File: src/rtl/hilo_pkg.sv
// Purpose: shared types and constants for the HI/LO multiply sequencer.
// Latency: n/a (declarations only).
// Backpressure: n/a.
package hilo_pkg;

  // Sequencer states around the multi-cycle multiplier.
  typedef enum logic [1:0] {
    IDLE   = 2'd0,
    LAUNCH = 2'd1,
    WAIT   = 2'd2
  } state_t;

  // ReadSel encodings.
  localparam logic SEL_LO = 1'b0;
  localparam logic SEL_HI = 1'b1;

  // Default give-up point for a multiply that never reports done.
  localparam int TIMEOUT_CYCLES_DEF = 40;
  localparam int CNT_W_DEF          = 6;

endpackage

File: src/rtl/hilo_regs.sv
// Purpose: architectural HI/LO storage with MT write port, capture port and read mux.
// Latency: writes land on the next clk edge; read mux is combinational.
// Backpressure: none; capture and MT writes are always accepted, capture wins a collision.
//
// Ports:
//   i_clk, i_rst_n          clock, async active-low reset
//   i_mt_hi, i_mt_lo        MTHI/MTLO write strobes, data on i_wr_dat
//   i_cap_vld               multiply result capture, data on i_cap_hi/i_cap_lo
//   i_rd_sel                0 = LO, 1 = HI
//   o_rd_dat                selected register value
module hilo_regs
  import hilo_pkg::*;
(
  input  logic        i_clk,
  input  logic        i_rst_n,
  input  logic        i_mt_hi,
  input  logic        i_mt_lo,
  input  logic [31:0] i_wr_dat,
  input  logic        i_cap_vld,
  input  logic [31:0] i_cap_hi,
  input  logic [31:0] i_cap_lo,
  input  logic        i_rd_sel,
  output logic [31:0] o_rd_dat
);

  logic [31:0] r_hi;
  logic [31:0] r_lo;

  // A capture replaces both halves, so it overrides any MT write on the same edge.
  always_ff @(posedge i_clk or negedge i_rst_n) begin
    if (!i_rst_n) begin
      r_hi <= '0;
      r_lo <= '0;
    end else if (i_cap_vld) begin
      r_hi <= i_cap_hi;
      r_lo <= i_cap_lo;
    end else begin
      if (i_mt_hi) r_hi <= i_wr_dat;
      if (i_mt_lo) r_lo <= i_wr_dat;
    end
  end

  assign o_rd_dat = (i_rd_sel == SEL_HI) ? r_hi : r_lo;

endmodule

File: src/rtl/hilo_ctrl.sv
// Purpose: MULT sequencer around the Booth multiplier and owner of HI/LO.
// Latency: accept at edge 0, MultIn during cycle 1, capture on first WAIT edge seeing MultOut.
// Backpressure: Stall holds the pipeline for MultStart or HI/LO reads while a multiply is in flight.
//
// Ports:
//   clk, Reset                    clock, async active-low reset
//   MultStart, OpA, OpB           MULT request from control (held until accepted)
//   MultIn, MultA, MultB          start pulse and latched operands to the multiplier
//   MultHigh, MultLow, MultOut    multiplier result and level done flag
//   ReadReq, ReadSel, ReadData    MFHI/MFLO port (ReadSel 0 = LO, 1 = HI)
//   MtHi, MtLo, WriteData         MTHI/MTLO port
//   Busy, Stall, MultErr          status: in flight, pipeline hold, sticky timeout
//
// Build option: define HILO_FORWARD_EN to serve a read on the capture cycle
// straight from MultHigh/MultLow instead of stalling one extra cycle.
module hilo_ctrl
  import hilo_pkg::*;
#(
  parameter int TIMEOUT_CYCLES = TIMEOUT_CYCLES_DEF,
  parameter int CNT_W          = CNT_W_DEF
) (
  input  logic        clk,
  input  logic        Reset,
  input  logic        MultStart,
  input  logic [31:0] OpA,
  input  logic [31:0] OpB,
  output logic        MultIn,
  output logic [31:0] MultA,
  output logic [31:0] MultB,
  input  logic [31:0] MultHigh,
  input  logic [31:0] MultLow,
  input  logic        MultOut,
  input  logic        ReadReq,
  input  logic        ReadSel,
  output logic [31:0] ReadData,
  input  logic        MtHi,
  input  logic        MtLo,
  input  logic [31:0] WriteData,
  output logic        Busy,
  output logic        Stall,
  output logic        MultErr
);

  state_t             r_state;
  logic [CNT_W-1:0]   r_cnt;
  logic               r_mult_in;
  logic [31:0]        r_mult_a;
  logic [31:0]        r_mult_b;
  logic               r_err;

  logic               w_cap;
  logic [31:0]        w_reg_dat;

  // MultOut is only trusted in WAIT: the multiplier drops any stale done flag
  // on the LAUNCH edge, so WAIT never sees the previous result's flag.
  assign w_cap = (r_state == WAIT) && MultOut;

  always_ff @(posedge clk or negedge Reset) begin
    if (!Reset) begin
      r_state   <= IDLE;
      r_cnt     <= '0;
      r_mult_in <= 1'b0;
      r_mult_a  <= '0;
      r_mult_b  <= '0;
      r_err     <= 1'b0;
    end else begin
      r_mult_in <= 1'b0;
      case (r_state)
        IDLE: begin
          if (MultStart) begin
            r_mult_a  <= OpA;
            r_mult_b  <= OpB;
            r_err     <= 1'b0;
            r_mult_in <= 1'b1;
            r_state   <= LAUNCH;
          end
        end
        LAUNCH: begin
          r_cnt   <= '0;
          r_state <= WAIT;
        end
        WAIT: begin
          if (MultOut) begin
            r_state <= IDLE;
          end else if (r_cnt == CNT_W'(TIMEOUT_CYCLES - 1)) begin
            // Abandon the multiply; HI/LO keep their previous contents.
            r_err   <= 1'b1;
            r_state <= IDLE;
          end else begin
            r_cnt <= r_cnt + CNT_W'(1);
          end
        end
        default: r_state <= IDLE;
      endcase
    end
  end

  hilo_regs u_regs (
    .i_clk     (clk),
    .i_rst_n   (Reset),
    .i_mt_hi   (MtHi),
    .i_mt_lo   (MtLo),
    .i_wr_dat  (WriteData),
    .i_cap_vld (w_cap),
    .i_cap_hi  (MultHigh),
    .i_cap_lo  (MultLow),
    .i_rd_sel  (ReadSel),
    .o_rd_dat  (w_reg_dat)
  );

  assign MultIn  = r_mult_in;
  assign MultA   = r_mult_a;
  assign MultB   = r_mult_b;
  assign MultErr = r_err;
  assign Busy    = (r_state != IDLE);

`ifdef HILO_FORWARD_EN
  // On the capture cycle the result is already on MultHigh/MultLow, so a
  // read can bypass the registers instead of waiting for them to update.
  assign ReadData = w_cap ? ((ReadSel == SEL_LO) ? MultLow : MultHigh) : w_reg_dat;
  assign Stall    = (ReadReq & Busy & ~w_cap) | (MultStart & Busy);
`else
  assign ReadData = w_reg_dat;
  assign Stall    = (ReadReq & Busy) | (MultStart & Busy);
`endif

endmodule

File: config.mk
export PLATFORM = sky130hd
export DESIGN_NAME = hilo_ctrl
export DESIGN_NICKNAME = d
export VERILOG_FILES = /design/src/rtl/hilo_pkg.sv /design/src/rtl/hilo_regs.sv /design/src/rtl/hilo_ctrl.sv
export SDC_FILE = /design/constraint.sdc
export NUM_CORES = 1
export LEC_CHECK = 0
export ABC_AREA = 0
export CAP_MARGIN = 20
export CORE_MARGIN = 2
export CORE_UTILIZATION = 30
export CTS_BUF_LIST = sky130_fd_sc_hd__clkbuf_4 sky130_fd_sc_hd__clkbuf_8
export DETAILED_ROUTE_END_ITERATION = 6
export PLACE_DENSITY = 0.67
export SLEW_MARGIN = 20
export SYNTH_ARGS = -nofsm -noshare
export SYNTH_HDL_FRONTEND = slang
export SYNTH_SLANG_ARGS = --single-unit
File: constraint.sdc
create_clock -name clk -period 2.2 [get_ports clk]
set_input_delay 0.33 -clock clk [delete_from_list [all_inputs] [get_ports clk]]
set_output_delay 0.33 -clock clk [all_outputs]
set_load 0.01 [all_outputs]
# After elaboration in Yosys (flattened, before gate mapping)
# Cells that the tools add are included.
dict set report totals {
  latch_bits 0
  input_bits 168
  regBits 138
  output_inout_bits 100
  mem_count 0
  word_cells 49
  mem_bits_ro 0
  mem_bits_rw 0
}
dict set report op_classes {
  n_shift 0
  bitwise 3
  order_cmp 0
  div_mod_pow 0
  mux 18
  n_addsub 1
  multipliers 0
  n_eq_ne 8
  reduce_logical 11
}
# cell n
set ops {}
lappend ops {{$mux 32} 5}
lappend ops {{$mux 6} 2}
lappend ops {{$pmux 6 s2} 1}
lappend ops {{$reduce_bool 2->1} 5}
lappend ops {{$add 6x1->6 const B} 1}
lappend ops {{$eq 6x6->1 const B} 1}
lappend ops {{$mux 2} 3}
lappend ops {{$ne 2x2->1 const B} 3}
lappend ops {{$pmux 2 s3} 1}
lappend ops {{$mux 1} 5}
lappend ops {{$reduce_and 2->1} 2}
lappend ops {{$reduce_and 4->1} 1}
lappend ops {{$ne 3x2->1 const B} 1}
lappend ops {{$reduce_and 3->1} 1}
lappend ops {{$and 1x1->1} 2}
lappend ops {{$eq 2x1->1 const B} 1}
lappend ops {{$eq 2x2->1 const B} 1}
lappend ops {{$logic_not 2->1} 1}
lappend ops {{$ne 2x1->1 const B} 1}
lappend ops {{$pmux 1 s2} 1}
lappend ops {{$logic_and 1x1->1} 1}
lappend ops {{$or 1x1->1} 1}

# Logic depth before layout (Yosys ltp)
# Gate-level depths: netlist (run 1).
dict set report depth {
  depth_word 4
  ltp_mapped 7
}

# Modules after synthesis
# A second synthesis (run 1) with hierarchy kept.
dict set report unflattened {
  hier_cells 507
  area_unflattened_um2 6536.3
}
# mod cells_per_inst area_per_inst_um2 n_inst
set by_module_without_submodules {}
lappend by_module_without_submodules {hilo_regs 314 3559.7 1}
lappend by_module_without_submodules {hilo_ctrl 193 2976.6 1}

# Worst setup path after synthesis (run 1)
# No wires, ideal clock.
dict set report synth_timing {
  path_kind {reg2reg}
  startpoint {reg r_state[0]}
  endpoint {reg r_mult_a[0], in the netlist MultA[0]}
  period_less_slack_ns 1.520
  arrival_ns 1.395
  path_stages_with_launch 7
  n_path_buf 3
  setup_ns 0.125
  setup_slack_ns 0.680
  cell_sequence {dfrtp_1 > buf_4 > nor2_4 > and2_4 > buf_6 > buf_12 > mux2_4}
}
dict set report synth_between {
  elab_chain_len 2
}
# item line
set synth_lines {}
lappend synth_lines {{start, declared} hilo_ctrl.sv:44} ;# state_t r_state;
lappend synth_lines {{start signal, assigned} hilo_ctrl.sv:60} ;# r_state <= IDLE;
lappend synth_lines {{start signal, assigned} hilo_ctrl.sv:75} ;# r_state <= LAUNCH;
lappend synth_lines {{start signal, assigned} hilo_ctrl.sv:80} ;# r_state <= WAIT;
lappend synth_lines {{$logic_not 2->1} hilo_ctrl.sv:68} ;# case (r_state)
lappend synth_lines {{$reduce_and 2->1 (no line)} -}
lappend synth_lines {{end signal, assigned} hilo_ctrl.sv:71} ;# r_mult_a <= OpA;
lappend synth_lines {{end, declared} hilo_ctrl.sv:47} ;# logic [31:0] r_mult_a;
# Every way passes these cells.
# A chain may end at the register's enable or synchronous reset.

# Worst setup path after layout (run 1)
dict set report layout_timing {
  startpoint {reg r_state[0]}
  endpoint {out Stall}
}
dict set report layout_between {
  elab_chain_len 3
  word_cells_on_any_way 4
}
# item line
set layout_lines {}
lappend layout_lines {{$reduce_bool 2->1 *} hilo_ctrl.sv:115} ;# assign Busy = (r_state != IDLE);
lappend layout_lines {{$and 1x1->1} hilo_ctrl.sv:124} ;# assign Stall = (ReadReq & Busy) | (MultStart & Busy);
lappend layout_lines {{$or 1x1->1 *} hilo_ctrl.sv:124}
lappend layout_lines {{end, declared} hilo_ctrl.sv:40} ;# output logic Stall,
# Mark *: on every way between the ends. The rest lies on a longest branch, timed or not.

==> results of run 1 <==
==> power by group through the flow <==
stage                     logic (mW)  clock network, mW  registers, mW
after global placement          4.93                  0           4.17
after CTS                       4.99               2.37           4.17
after global routing            5.28               2.47           4.31
after detailed placement        4.96                  0           4.21
after floorplan                 2.25                  0           4.40
final                           4.90               2.26           4.17
==> per-layer routing <==
metal	track usage (%)	vias up	part of all wire, %
met3	6.024	9	9.1
met5	0	-	0
met1	18.22	2333	42
li1	-	2324	-
met4	3.505	0	0.69
met2	24.59	175	48
==> cell usage after synthesis (all sizes together) <==
cell type,instances
ha,1
o21ai,64
dfrtp,138
nor3,1
nand3b,1
a2111o,3
nand2b,3
or3,1
o211ai,3
a32o,1
nand4b,2
nor3b,2
clkbuf,11
mux2i,64
a31oi,2
and4bb,1
buf,26
nand3,1
nand2,70
and3,1
mux2,97
a21oi,1
a311oi,1
inv,4
o31ai,2
a211oi,2
and2,2
nor2,4
and3b,1
==> per-stage QoR <==
step           cell area [um^2]  hold slack, ns  utilization, %  setup slack (ns)  total power, mW
2_1_floorplan              6464         0.03441               -            0.6798            6.657
3_3_place_gp               9434          0.2818           44.74            0.2939            9.095
3_5_place_dp               9434          0.2781           44.74            0.1814            9.167
4_1_cts                    9876          0.3342           46.83           0.05928            11.53
5_1_grt                    9877          0.3616           46.84           0.08502            12.06
6_report                   9879          0.3718           46.85            0.2175            11.33
==> worst max-delay path, delay by kind of cell (launching register included) <==
family / cells / cell delay, ns
simple gates: 2 / 0.25
flops: 1 / 0.50
buf+inv: 1 / 0.47
==> what timing repair did <==
item                                    CTS  global route
hold buffers                              1             0
endpoints found under the setup margin    0             1
gates resized for setup                   0             1
endpoints found under the hold margin    35             0
==> cell families (layout without fill, tap and decap cells) <==
kind of cell	count (synthesis)	after routing	share of synthesized area, %
flip-flops	138	138	53.43
buffers and inverters	41	318	4.162
AO/OA/AOI/OAI	79	79	6.852
other	0	1	0
AND/OR/NAND/NOR	90	90	6.233
adder cells (fa/ha/maj)	1	1	0.1935
multiplexers	161	161	29.13
==> cell type report <==
class	count	area share, %
flip-flops and latches	138	34.97
repair buffers	282	29.22
multi-input cells	331	27.79
well taps	275	3.483
clock buffers	18	2.508
clock inverters	14	1.862
inverters	4	0.1520
diodes	1	0.02533
==> state kept, by name (all words and copies together), names as in the netlist <==
signal,count
u_regs.r_lo,32
r_state,2
MultA,32
u_regs.r_hi,32
r_cnt,6
MultIn,1
MultB,32
MultErr,1
==> how the worst min path moves through the flow <==
stage | cells past startpoint | slack (ns) | endpoint | start
6_report | 2 | 0.37 | MultA[0] | Reset
5_1_grt | 2 | 0.36 | MultA[0] | Reset
4_1_cts | 2 | 0.33 | MultA[0] | Reset
3_5_place_dp | 1 | 0.28 | MultA[1] | Reset
3_3_place_gp | 1 | 0.28 | MultB[28] | Reset
2_1_floorplan | 0 | 0.03 | MultA[0] | Reset
==> impl_metrics.py, run 1 <==
metrics = {
    "logic_synthesis": {
        "seq_area_frac_synth_pct": 53.43,
        "synth_warnings": 0,
        "synth-seq-cells": 138,
        "postSynthAreaPerCell_um2": 12.67,
        "syn_area_um2": 6464,
        "synth_cell_type_count": 37,
        "synthCells": 510,
        "synth_nets": 679,
        "yosys-top-cells-area": "dfrtp_1, mux2i_1, mux2_2, mux2_4, o21ai_0",
        "yosys.area.top_type": "dfrtp_1",
        "synth.top_cell.area_share_pct": 53.43,
    },
    "timing": {
        "rsz0062_at_grt": "false",
        "maxSlewHeadroom_pct": 73.68,
        "tns_ns": 0,
        "fmax_ghz": 0.5044,
        "fin_worst_skew_ns": 0.009690,
        "setup-violations-final": 0,
        "finalHoldViolations": 0,
        "min_period_over_period_pct": 90.11,
        "drv_slew": 0,
        "worst_pin_slew_ns": 0.3925,
        "period_needed_ns": 1.983,
    },
    "floorplanning": {
        "num_rows": 53,
        "die_w_um": 150.8,
        "ioPinCount": 268,
        "die_area_um2": 22740,
        "fp.dieH_um": 150.8,
        "start_util_pct": 30.65,
        "core_area_um2": 21090,
    },
    "power": {
        "switching_share_pct": 30.79,
        "powerDensity_nw_per_um2": 1146,
        "pwr-share-clk_pct": 19.9,
        "leakage_nw": 4.139,
        "combPwrFrac_pct": 43.3,
        "p_int_mw": 7.838,
        "worst_ir_drop_vdd_mv": 0.5941,
        "pwr-share-seq_pct": 36.8,
        "switchingPower_mw": 3.488,
    },
    "worst_setup_path": {
        "r2r-end": "r_cnt[1]",
        "reg2reg_depth": 4,
        "crit_slowest_cell": "dfrtp_2",
        "cp_data_required_time_ns": 1.87,
        "max_stage_delay_ns": 0.50,
        "r2r_start": "r_cnt[0]",
        "end_kind": "primary output",
        "crit_type": "flop to primary output",
        "crit_fanout": 11,
        "crit_path_end": "Stall",
        "regToRegSetupSlack_ns": 0.53,
        "critical_path_arrival_ns": 1.65,
        "cp-start-kind": "flop",
        "critPathLaunch": "r_state[0]",
        "cp_cell_sequence": "nor2_4 > nor2_1 > clkdlybuf4s50_1",
    },
    "drt": {
        "vias_per_cell": 4.554,
        "wl_per_cell_um": 16.02,
        "drtPass1Iterations": 4,
        "num_vias": 4841,
        "wirelength_um": 17030,
        "drc": 0,
        "drt_iter0_markers": 162,
        "postRouteAntennaNets": 0,
    },
    "global_routing": {
        "grt_remaining_overflow": 0,
        "antenna_found_initial": 1,
        "grt_use_total_pct": 14.87,
        "grt_pass1_vias": 5162,
        "grt_pass1_wl_um": 26330,
        "grt_max_degree": 47,
    },
    "placement": {
        "portBuffers": 267,
        "placed_cells": 1029,
        "routabilityCongestion": 0.7328,
        "dpl.hpwl_um": 12040,
    },
    "finish": {
        "area_delta_synth_final_pct": 52.85,
        "multiInputGateArea_um2": 2745,
        "mostFrequentLayoutCells": "clkdlybuf4s50_1, dfrtp_1, nand2_1, mux2i_1, o21ai_0",
        "seq_area_um2": 3455,
        "layout_commonest_cell": "clkdlybuf4s50_1",
        "final_cells": 1063,
        "nNetsFinal": 943,
        "post_route_cells_drive_above_1_share_pct": 19.06,
        "nFillCells": 1975,
    },
    "clock_network": {
        "clock_sinks": 138,
        "post_cts_buffers": 0,
        "htreeDepth": 4,
        "cts_buffers": 17,
        "root_buffer": "clkbuf_8",
        "cts_tree": "built",
        "clock_path_buffers": 2,
        "insertion_delay_ns": 0.43,
        "clk_pin_slew_ns": 0.09,
    },
    "run": {
        "maxCapViolations": 0,
    },
    "min_path": {
        "hold_path_class": "primary input to asynchronous set/reset pin",
    },
    "run_status": {
        "outcome": "completed",
    },
}
Power figures use the tool's default switching activity.
==> run 2: changes to the inputs <==
--- a/config.mk
+++ b/config.mk
@@ -9,3 +9,3 @@
 export CAP_MARGIN = 20
-export CORE_MARGIN = 2
+export CORE_MARGIN = 1
 export CORE_UTILIZATION = 30
==> constraint.sdc (replaced) <==
create_clock -name clk -period 2.2 [get_ports clk]
set_input_delay 0.66 -clock clk [delete_from_list [all_inputs] [get_ports clk]]
set_output_delay 0.66 -clock clk [all_outputs]
set_load 0.01 [all_outputs]
==> impl_metrics.py, run 2 (same netlist as run 1, synthesis figures left out) <==
metrics = {
    "run_status": {
        "outcome": "finished with violations",
        "violations": "setup timing",
    },
    "timing": {
        "finalHoldViolations": 0,
        "min_period_over_period_pct": 101.9,
        "worst_pin_slew_ns": 0.4329,
        "period_needed_ns": 2.242,
        "maxSlewHeadroom_pct": 71.14,
        "fmax_ghz": 0.4460,
        "worst_hold_slack_ns": 0.1418,
        "rsz0062_at_grt": "true",
        "setup-violations-final": 6,
        "fin_worst_skew_ns": 0.01061,
        "drv_slew": 0,
        "setup_ws_ns": -0.04207,
    },
    "finish": {
        "final_util_pct": 47.70,
        "mostFrequentLayoutCells": "clkdlybuf4s50_1, dfrtp_1, nand2_1, mux2i_1, o21ai_0",
        "nFillCells": 1939,
        "area_delta_synth_final_pct": 55.61,
        "num_antenna_cells": 0,
        "final_cells": 1081,
        "multiInputGateArea_um2": 2756,
        "layout_commonest_cell": "clkdlybuf4s50_1",
        "nNetsFinal": 962,
        "seq_area_um2": 3453,
        "post_route_cells_drive_above_1_share_pct": 24.94,
    },
    "global_routing": {
        "grt_max_degree": 44,
        "grt_use_total_pct": 16.22,
        "grt_pass1_wl_um": 27420,
        "antenna_found_initial": 1,
        "grt_remaining_overflow": 0,
        "grt_pass1_vias": 5097,
    },
    "drt": {
        "drtPass1Iterations": 4,
        "wl_per_cell_um": 16.28,
        "vias_per_cell": 4.512,
        "drt_iter0_markers": 215,
        "num_vias": 4878,
        "drc": 0,
        "wirelength_um": 17600,
        "postRouteAntennaNets": 0,
    },
    "floorplanning": {
        "die_area_um2": 22140,
        "num_rows": 53,
        "ioPinCount": 268,
        "die_w_um": 148.8,
        "fp.dieH_um": 148.8,
        "start_util_pct": 30.65,
        "core_area_um2": 21090,
    },
    "run": {
        "maxCapViolations": 0,
    },
    "clock_network": {
        "cts_buffers": 17,
        "root_buffer": "clkbuf_8",
        "clock_path_buffers": 2,
        "hold_buffers": 0,
        "insertion_delay_ns": 0.44,
        "clk_pin_slew_ns": 0.09,
        "cts_tree": "built",
        "clock_sinks": 138,
        "htreeDepth": 4,
    },
    "worst_setup_path": {
        "end_kind": "primary output",
        "cp_data_required_time_ns": 1.54,
        "crit_fanout": 5,
        "cp_cell_sequence": "buf_12 > buf_12 > buf_12 > buf_6 > mux2_4 > buf_6",
        "crit_slowest_cell": "mux2_4",
        "crit_top_cell": "buf_12",
        "critical_path_arrival_ns": 1.58,
        "max_stage_delay_ns": 0.30,
        "reg2reg_depth": 4,
        "crit_type": "primary input to primary output",
        "cp-start-kind": "primary input",
    },
    "placement": {
        "dpl.hpwl_um": 12420,
        "portBuffers": 267,
        "placed_cells": 1040,
        "pre_cts_slack_ns": -0.3533,
        "routabilityCongestion": 0.8021,
    },
    "min_path": {
        "hold_path_class": "primary input to asynchronous set/reset pin",
    },
    "power": {
        "worst_ir_drop_vdd_mv": 0.6351,
        "leakage_nw": 4.302,
        "powerDensity_nw_per_um2": 1120,
    },
}
==> run 2: layout make-up <==
class | instances | share of cell area [%]
repair buffers | 301 | 30.63
multi-input cells | 331 | 27.40
inverters | 4 | 0.1493
well taps | 275 | 3.421
flip-flops and latches | 138 | 34.33
clock inverters | 15 | 1.742
clock buffers | 17 | 2.326
==> run 2: power by group <==
| group | switching, mW | internal (mW) | total [mW] |
|---|---|---|---|
| sequential | 0.608 | 3.59 | 4.20 |
| combinational | 1.86 | 3.01 | 4.87 |
| clock | 1.14 | 1.05 | 2.19 |
| total | 3.61 | 7.66 | 11.3 |
==> run 2: per-layer routing <==
layer  vias up  track usage (%)  share of wire [%]
met4         2            4.643                1.1
li1       2364                -                  -
met5         -                0              0.074
met3        16            6.086                8.5
met1      2321            20.35                 44
met2       175            25.98                 46
==> run 2: what timing repair did <==
item / in CTS / in global routing
gates resized for setup: 133 / 6
setup buffers: 7 / 1
setup endpoints to repair: 34 / 6
gates cloned: 1 / 0
==> run 2: worst paths after layout <==
check / endpoint / slack, ns / from
max in group asynchronous: MultA[1] / 1.50 / Reset
min in group clk: MultA[30] / 0.51 / MultA[30]
hold reg to reg: MultA[30] / 0.51 / MultA[30]
setup reg to reg: r_state[1] / 0.56 / r_cnt[0]
setup / recovery: ReadData[5] / -0.04 / ReadSel
hold / removal: MultA[22] / 0.14 / Reset
==> run 2: stage by stage <==
stage / total power, mW / TNS (ns) / area, um^2
floorplan: 6.657 / 0 / 6464
global placement: 9.200 / -10.29 / 9567
detailed placement: 9.252 / -10.76 / 9567
CTS: 11.42 / -0.1464 / 10030
global route: 11.93 / -0.2133 / 10060
finish: 11.26 / -0.1119 / 10060
==> run 2: worst max-delay path, delay by kind of cell <==
kind                   cells  cell delay (ns)
buffers and inverters      5             0.62
muxes                      1             0.30
==> run 3: changes to the inputs <==
- HOLD_SLACK_MARGIN: default -> 0.06
==> results of run 3 <==
No change in the layout: final DEF, timing and power equal those of run 2.
